File: config.mk
export PLATFORM = sky130hd
export DESIGN_NAME = seq_scheduler_flat
export DESIGN_NICKNAME = d
export VERILOG_FILES = /design/src/rtl/seq_scheduler_if.sv /design/src/rtl/seq_scheduler.sv /design/src/flat_wrapper.sv
export SDC_FILE = /design/constraint.sdc
export NUM_CORES = 1
export LEC_CHECK = 0
export ABC_AREA = 0
export CAP_MARGIN = 5
export CORE_ASPECT_RATIO = 0.5
export CORE_UTILIZATION = 46
export DETAILED_ROUTE_END_ITERATION = 7
export GPL_TIMING_DRIVEN = 0
export PLACE_DENSITY = 0.86
export SYNTH_ARGS = -nofsm -noshare
export SYNTH_HDL_FRONTEND = slang
export SYNTH_SLANG_ARGS = --single-unit
File: constraint.sdc
create_clock -name clk -period 3.8 [get_ports clk]
set_input_delay 0.38 -clock clk [delete_from_list [all_inputs] [get_ports clk]]
set_output_delay 0.38 -clock clk [all_outputs]
set_load 0.01 [all_outputs]
File: src/rtl/seq_scheduler_if.sv
// rtl/seq_scheduler_if.sv - generator control bus and term output stream of the sequence scheduler
interface seq_scheduler_if #(
    parameter int NUM_SEQ = 8
);
    logic [8*NUM_SEQ-1:0] gen_data;
    logic [NUM_SEQ-1:0]   gen_clear;
    logic [NUM_SEQ-1:0]   gen_step;
    logic [7:0]           out_data;
    logic [2:0]           out_seq;
    logic                 out_last;
    logic                 out_valid;
    logic                 out_ready;

    modport master (
        input  gen_data,
        input  out_ready,
        output gen_clear,
        output gen_step,
        output out_data,
        output out_seq,
        output out_last,
        output out_valid
    );

    modport slave (
        output gen_data,
        output out_ready,
        input  gen_clear,
        input  gen_step,
        input  out_data,
        input  out_seq,
        input  out_last,
        input  out_valid
    );
endinterface

File: src/rtl/seq_scheduler.sv
// rtl/seq_scheduler.sv - restarts, steps and drains up to eight term generators onto one output stream
module seq_scheduler #(
    parameter int NUM_SEQ = 8,
    parameter int TERM_W  = 4
) (
    input  logic              clk,
    input  logic              rst_n,
    input  logic              start,
    input  logic              abort,
    input  logic              mode,
    input  logic [2:0]        sel,
    input  logic [TERM_W-1:0] term_count,
    seq_scheduler_if.master   bus,
    output logic              busy,
    output logic              done
);
    typedef enum logic [2:0] {
        IDLE,
        CLEAR,
        LOAD,
        PRESENT,
        STEP,
        DONE
    } state_t;

    localparam logic [TERM_W:0]    ONE_TERM   = (TERM_W+1)'(1);
    localparam logic [TERM_W:0]    FULL_COUNT = {1'b1, {TERM_W{1'b0}}};
    localparam logic [2:0]         LAST_ID    = 3'(NUM_SEQ-1);
    localparam logic [NUM_SEQ-1:0] LANE0      = NUM_SEQ'(1);

    state_t              state, state_nxt;
    logic [2:0]          cur, cur_nxt;
    logic [TERM_W:0]     remaining, remaining_nxt;
    logic [TERM_W:0]     count_lat, count_lat_nxt;
    logic                mode_lat, mode_lat_nxt;
    logic [7:0]          data_q, data_nxt;
    logic [2:0]          seq_q, seq_nxt;
    logic                last_q, last_nxt;
    logic [NUM_SEQ-1:0]  clear_q, clear_nxt;
    logic [NUM_SEQ-1:0]  step_q, step_nxt;
    logic [TERM_W:0]     load_count;

    // A programmed count of zero means the full 2**TERM_W terms.
    assign load_count = (term_count == '0) ? FULL_COUNT : {1'b0, term_count};

    always_comb begin
        state_nxt     = state;
        cur_nxt       = cur;
        remaining_nxt = remaining;
        count_lat_nxt = count_lat;
        mode_lat_nxt  = mode_lat;
        data_nxt      = data_q;
        seq_nxt       = seq_q;
        last_nxt      = last_q;
        case (state)
            IDLE: begin
                if (start) begin
                    state_nxt     = CLEAR;
                    cur_nxt       = mode ? 3'd0 : sel;
                    remaining_nxt = load_count;
                    count_lat_nxt = load_count;
                    mode_lat_nxt  = mode;
                end
            end
            CLEAR: state_nxt = LOAD;
            LOAD: begin
                data_nxt  = bus.gen_data[{cur, 3'b000} +: 8];
                seq_nxt   = cur;
                last_nxt  = (remaining == ONE_TERM);
                state_nxt = PRESENT;
            end
            PRESENT: begin
                if (bus.out_ready) begin
                    if (remaining > ONE_TERM) begin
                        remaining_nxt = remaining - ONE_TERM;
                        state_nxt     = STEP;
                    end else if (mode_lat && (cur != LAST_ID)) begin
                        cur_nxt       = cur + 3'd1;
                        remaining_nxt = count_lat;
                        state_nxt     = CLEAR;
                    end else begin
                        state_nxt = DONE;
                    end
                end
            end
            STEP:    state_nxt = LOAD;
            DONE:    state_nxt = IDLE;
            default: state_nxt = IDLE;
        endcase

        // Abort wins over everything, including a transfer on the same edge.
        if ((state != IDLE) && abort) begin
            state_nxt = IDLE;
        end

        // Pulses are registered from the next state so they line up with CLEAR/STEP.
        clear_nxt = (state_nxt == CLEAR) ? (LANE0 << cur_nxt) : '0;
        step_nxt  = (state_nxt == STEP)  ? (LANE0 << cur_nxt) : '0;
    end

    always_ff @(posedge clk or negedge rst_n) begin
        if (!rst_n) begin
            state     <= IDLE;
            cur       <= '0;
            remaining <= '0;
            count_lat <= '0;
            mode_lat  <= 1'b0;
            data_q    <= '0;
            seq_q     <= '0;
            last_q    <= 1'b0;
            clear_q   <= '0;
            step_q    <= '0;
        end else begin
            state     <= state_nxt;
            cur       <= cur_nxt;
            remaining <= remaining_nxt;
            count_lat <= count_lat_nxt;
            mode_lat  <= mode_lat_nxt;
            data_q    <= data_nxt;
            seq_q     <= seq_nxt;
            last_q    <= last_nxt;
            clear_q   <= clear_nxt;
            step_q    <= step_nxt;
        end
    end

    assign bus.gen_clear = clear_q;
    assign bus.gen_step  = step_q;
    assign bus.out_data  = data_q;
    assign bus.out_seq   = seq_q;
    assign bus.out_last  = last_q;
    assign bus.out_valid = (state == PRESENT);
    assign busy          = (state != IDLE);
    assign done          = (state == DONE);
endmodule
File: src/flat_wrapper.sv
// flat-port wrapper written by rule: the top's interface ports become plain ports
module seq_scheduler_flat 
#(
    parameter int NUM_SEQ = 8,
    parameter int TERM_W  = 4
)
  (clk, rst_n, start, abort, mode, sel, term_count, busy, done, bus_gen_data, bus_out_ready, bus_gen_clear, bus_gen_step, bus_out_data, bus_out_seq, bus_out_last, bus_out_valid);
  seq_scheduler_if #(.NUM_SEQ(NUM_SEQ)) bus_i ();
  input  logic clk;
  input  logic rst_n;
  input  logic start;
  input  logic abort;
  input  logic mode;
  input  logic [2:0] sel;
  input  logic [TERM_W-1:0] term_count;
  output logic busy;
  output logic done;
  input wire logic [$bits(bus_i.gen_data)-1:0] bus_gen_data;
  input wire logic [$bits(bus_i.out_ready)-1:0] bus_out_ready;
  output wire logic [$bits(bus_i.gen_clear)-1:0] bus_gen_clear;
  output wire logic [$bits(bus_i.gen_step)-1:0] bus_gen_step;
  output wire logic [$bits(bus_i.out_data)-1:0] bus_out_data;
  output wire logic [$bits(bus_i.out_seq)-1:0] bus_out_seq;
  output wire logic [$bits(bus_i.out_last)-1:0] bus_out_last;
  output wire logic [$bits(bus_i.out_valid)-1:0] bus_out_valid;
  assign bus_i.gen_data = bus_gen_data;
  assign bus_i.out_ready = bus_out_ready;
  assign bus_gen_clear = bus_i.gen_clear;
  assign bus_gen_step = bus_i.gen_step;
  assign bus_out_data = bus_i.out_data;
  assign bus_out_seq = bus_i.out_seq;
  assign bus_out_last = bus_i.out_last;
  assign bus_out_valid = bus_i.out_valid;
  seq_scheduler #(.NUM_SEQ(NUM_SEQ), .TERM_W(TERM_W)) u_core (.clk(clk), .rst_n(rst_n), .start(start), .abort(abort), .mode(mode), .sel(sel), .term_count(term_count), .bus(bus_i), .busy(busy), .done(done));
endmodule
# == Word level (Yosys, flattened, before mapping) ==
# Index checks and enable logic that the tools add are counted.
# op_classes
order_cmp,1
n_reduce_logical,9
shifts,2
n_eq_ne,12
n_addsub,2
muxes,20
# op_table
op,count
variable part select 64 x 7 -> 8 bit,1
two-way mux 3 bit,10
two-way mux 5 bit,5
two-way mux 8 bit,2
case mux 3 bit (4 select lines),1
case mux 5 bit (2 select lines),1
"equality test 3 bit, second input constant",3
"<< shifter 1 x 3 -> 8 bit, first input constant",1
"equality test 3 x 1 -> 1 bit, second input constant",2
"equality test 3 x 2 -> 1 bit, second input constant",2
case mux 3 bit (2 select lines),1
"equality test 5 x 1 -> 1 bit, second input constant",1
"greater-than comparator 5 x 1 -> 1 bit, second input constant",1
"subtractor 5 x 1 -> 5 bit, second input constant",1
zero test 4 bit,1
"!= test 2 bit, second input constant",2
AND reduction 4 bit,1
"adder 3 x 1 -> 3 bit, second input constant",1
zero test 3 bit,1
"!= test 3 x 1 -> 1 bit, second input constant",1
"!= test 3 bit, second input constant",1
nonzero test 3 bit,1
logical AND 1 bit,2
AND reduction 2 bit,1
other kinds (2),2
# totals
word_cells,56
reg_bits,45
input_bits,77
out_inout_bits,31

# == Depth between registers and ports, before layout ==
# depth
ltp_word,9
ltp_mapped,8

# == Worst setup path before layout ==
# No wires, ideal clock.
# synth_path
kind,reg-to-reg
startpoint,register u_core.cur[0]
endpoint,"register u_core.step_q[2], in the netlist u_core.bus.gen_step[2]"
setup_time_ns,0.096
path_stages_with_launch,9
t_arrival_ns,2.042
n_path_buf,0
slack_ns,1.662
path_cell_list,dfrtp_1 ha_1 ha_1 and3b_1 nor4b_4 nor2_2 a221oi_4 inv_4 nor4_2
# synth_between
word_cells_on_any_way,16
# synth_lines
element,line_no,source
from (decl),seq_scheduler.sv:32,"logic [2:0] cur, cur_nxt;"
from (signal assigned),seq_scheduler.sv:115,cur <= cur_nxt;
branches (longest 5 deep; another with adder 3 x 1 -> 3 bit),--,
case mux 3 bit (2 select lines) *,seq_scheduler.sv:55,case (state)
net u_core.cur_nxt[0],seq_scheduler.sv:32,
<< shifter 1 x 3 -> 8 bit *,seq_scheduler.sv:98,step_nxt = (state_nxt == STEP) ? (LANE0 << cur_nxt) : '0;
two-way mux 8 bit *,seq_scheduler.sv:98,
net u_core.step_nxt[2],seq_scheduler.sv:40,"logic [NUM_SEQ-1:0] step_q, step_nxt;"
to (signal assigned),seq_scheduler.sv:123,step_q <= step_nxt;
to (decl),seq_scheduler.sv:40,
# Mark *: on every way through the listed nets, which the timed path passes.
# A chain may end at the register's enable or synchronous reset.

# == Worst setup path after layout ==
# layout_path
startpoint,register u_core.cur[0]
endpoint,"register u_core.step_q[4], in the netlist u_core.bus.gen_step[4]"
# Same word-level chain as after synthesis.

==> parameters.txt <==
Parameter                              Value

Worst setup path
  Cell breakdown of the critical path    ha_1 -> ha_1 -> and3b_1 -> nor4b_4 -> nor2_2 -> a221oi_4 -> inv_4 -> nor4_2
  Standard cell with the maximum stage delay on the critical path    a221oi_4
  Most frequent cell on the critical path    ha_1
  Biggest cell delay along the critical path    0.48 ns
  Worst path arrival time    2.70 ns
  Crit Reg-Reg Startpoint    u_core.cur[0]
  Maximum fanout count along the critical path    9
  Required time of the critical path    4.01 ns
  Worst setup SP type    flop
  Number of cells traversed by the worst register-to-register path    8
  Register-to-register setup slack    1.31 ns
  Critical register-to-register path endpoint    u_core.bus.gen_step[4]
  Type of element capturing the critical path    flop
  Critical setup path kind    reg -> reg

Floorplan
  Horizontal die dimension    107 um
  Starting Density    49.5%
  Placement Rows    18
  Die height    54.4 um
  Num ports    about 110
  Core area    5090 um2
  Area of the die    5800 um2

STA
  Period utilisation layout    around two thirds
  Transition time of the tightest slew-check pin    just under 0.8 ns
  Max-slew headroom    a little under half
  Maximum frequency from static timing analysis    between 400 and 500 MHz
  Total Negative Setup Slacks    0 ns
  RSZ-0062 raised after global routing    no
  Maximum clock skew at final layout    around 0.0052 ns
  Fin. max-slew vios    0
  Number of setup violations in the final report    0
  Min Clock Period, post-route    2.49 ns
  Number of hold violations in the final report    0

Synthesis
  Yosys synthesis warning count    0
  Cell count after synthesis    approximately 220
  Fraction of the yosys area taken by sequential cells    44.7%
  Area fraction of the dominant cell type after synthesis    44.7%
  Xor/xnor cell area share of the yosys netlist    0.695%
  Number of flops mapped to enable cells by yosys    0
  List of most frequent post-synthesis cells    dfrtp_1, nand2_1, nor2_1
  Average cell area after synthesis    11.6 um2
  Total nets after synthesis    about 300
  Post-synthesis register bit count    45
  Fraction of synthesis flops using an asynchronous set or reset pin    100%
  Most frequent cell after synthesis    dfrtp_1
  Summed instance area of the synthesized netlist    ~2500 um2
  Simple logic cell fraction of the synthesized area    18.1%
  Synthesized-area fraction occupied by adder cells    1.99%
  Biggest area consumer among synthesized cells    dfrtp_1
  Post-synthesis compound-gate area fraction    between 10% and 20%
  Share of cell area taken by muxes after synthesis    19.2%
  Combinational family with the most area after synthesis    multiplexers
  Unique cell type count in the Yosys netlist    48
  Synth area leaders    dfrtp_1, mux4_2, mux2i_1, a21oi_1, nand2_1
  Dominant register cell in the synthesized netlist    dfrtp_1

Detailed routing
  Final wirelength    7.42 mm
  WL per Instance    18.3 um
  First-pass iteration count of the detailed router    4
  Drt via density    5.61
  Via Count    around 2300
  Remaining antenna violation count after routing    0
  DRC violations left    0
  Count of routing violations after the opening detailed-route iteration    99

Global routing
  Via count of the first global-routing pass    2341
  Antenna violations before repair    0
  Global route total overflow    0
  Maximum number of pins on one net before global-route repair    40
  All-Layer GR Usage    between 20% and 30%
  First-pass GRT wire length    11.2 mm

Finish
  Register Area    1130 um2
  Fill cells    331
  Non-Filler Instances    405
  Final cell utilization of the core    75.5%
  Area occupied by multi-input gates    1300 um2
  Share of final-layout standard cells stronger than drive strength 1    15.8%
  Number of nets in the layout    415
  N_diodes    0
  Area growth from synthesis to final layout    52.4%
  Design area    3840 um2

Placement
  Final weighted congestion in routability-driven placement    0.863
  Buffers added on ports    107
  Standard cell area after detailed placement    3690 um2
  Number of cells after detailed placement    396
  DP Wirelength    ~5.7 mm

Clocking
  Worst-path clk slew    0.09 ns
  Clock Sink Count    between 40 and 50
  Buffer levels on the longest clock path    2
  Root Buffer    clkbuf_8
  Number of CTS-inserted buffers    5
  Clock latency at the later pin of the worst-skew pair    around 0.30 ns
  Count of H-tree levels built during CTS    2
  PostCTS Resize Cnt    0
  TritonCTS clock tree    built

Status
  Outcome    finished, final reports clean

Min path
  Worst min-delay path class    in -> async

Power and ir drop
  Total power divided by cell area    574 nW/um2
  Pleak    1.55 nW
  Maximum vdd drop    roughly 0.27 mV

Job
  Number of maximum-capacitance violations    0
[registers in the layout, indices dropped and copies added, names as in the netlist]
name and count:
u_core.bus.gen_clear 8, u_core.bus.gen_step 8, u_core.bus.out_data 8, u_core.count_lat 5, u_core.remaining 5, u_core.bus.out_seq 3, u_core.cur 3, u_core.state 3
u_core.bus.out_last 1, u_core.mode_lat 1
[placed cells by master (no fill, tap or decap), types with 5 or more instances in the layout]
cell type / netlist / final
nor3_1: 6 / 6
mux2i_1: 9 / 9
nor2_1: 18 / 18
a21oi_1: 16 / 16
inv_1: 6 / 6
clkdlybuf4s50_1: 0 / 106
dfrtp_1: 45 / 45
buf_2: 6 / 7
clkbuf_8: 0 / 5
mux4_2: 16 / 16
o21ai_0: 7 / 7
nand2_1: 18 / 18
[kinds of logic (layout without fill, tap and decap cells)]
kind of cell | Yosys count | count (layout)
adders and majority gates | 4 | 4
and+or+nand+nor | 76 | 76
muxes | 28 | 28
xor gates and xnor gates | 2 | 2
buffers and inverters | 22 | 139
DFF | 45 | 45
AOI/OAI and AO/OA | 41 | 41
[power breakdown]
| part | internal (mW) | switching (mW) | total (mW) |
|---|---|---|---|
| logic | 0.521 | 0.537 | 1.06 |
| clock network | 0.265 | 0.173 | 0.437 |
| registers | 0.611 | 0.0996 | 0.711 |
[how the worst max path moves through the flow]
stage / start / end
floorplan: u_core.cur[0] / u_core.bus.gen_step[2]
global placement: bus_out_ready / u_core.bus.gen_step[6]
detailed placement: bus_out_ready / u_core.bus.gen_step[4]
CTS: u_core.cur[0] / u_core.bus.gen_step[4]
global route: u_core.remaining[1] / u_core.bus.gen_step[4]
finish: u_core.cur[0] / u_core.bus.gen_step[4]
[layout make-up]
cell class / instances / area share (%)
sequential: 45 / 29.3
multi-input combinational: 151 / 33.9
inverter: 10 / 1.04
tap: 70 / 2.28
clock buffer: 5 / 1.79
clock inverter: 3 / 1.79
buffer: 12 / 1.37
timing repair buffer: 109 / 28.5
[timing repair]
| action | 4_1_cts | 5_1_grt |
|---|---|---|
| setup buffers | 0 | 0 |
| hold endpoints to repair | 6 | 0 |
| hold buffers | 1 | 0 |
[per-stage QoR]
| step | hold WS [ns] | power, mW | setup slack, ns |
|---|---|---|---|
| floorplan | 0.0844 | 1.36 | 1.66 |
| global placement | 0.461 | 1.72 | 1.27 |
| detailed placement | 0.236 | 1.76 | 1.21 |
| CTS | 0.447 | 2.21 | 1.32 |
| global route | 0.492 | 2.33 | 1.13 |
| finish | 0.484 | 2.21 | 1.31 |
[critical path: cells and delay by family, from the launching register on]
| family | cells | cell delay [ns] |
|---|---|---|
| AOI/OAI and AO/OA | 1 | 0.48 |
| buffers and inverters | 1 | 0.13 |
| and+or+nand+nor | 4 | 0.99 |
| adders and majority gates | 2 | 0.40 |
| DFF | 1 | 0.40 |
[metal layers]
| layer | up-vias | track usage, % | part of all wire (%) |
|---|---|---|---|
| met4 | 0 | 11.2 | 2.0 |
| li1 | 1047 | - | - |
| met2 | 103 | 48.1 | 52 |
| met3 | 16 | 4.88 | 7.0 |
| met5 | - | 0 | 0 |
| met1 | 1105 | 30.1 | 39 |
No activity file was read; power rests on OpenSTA's default activity.
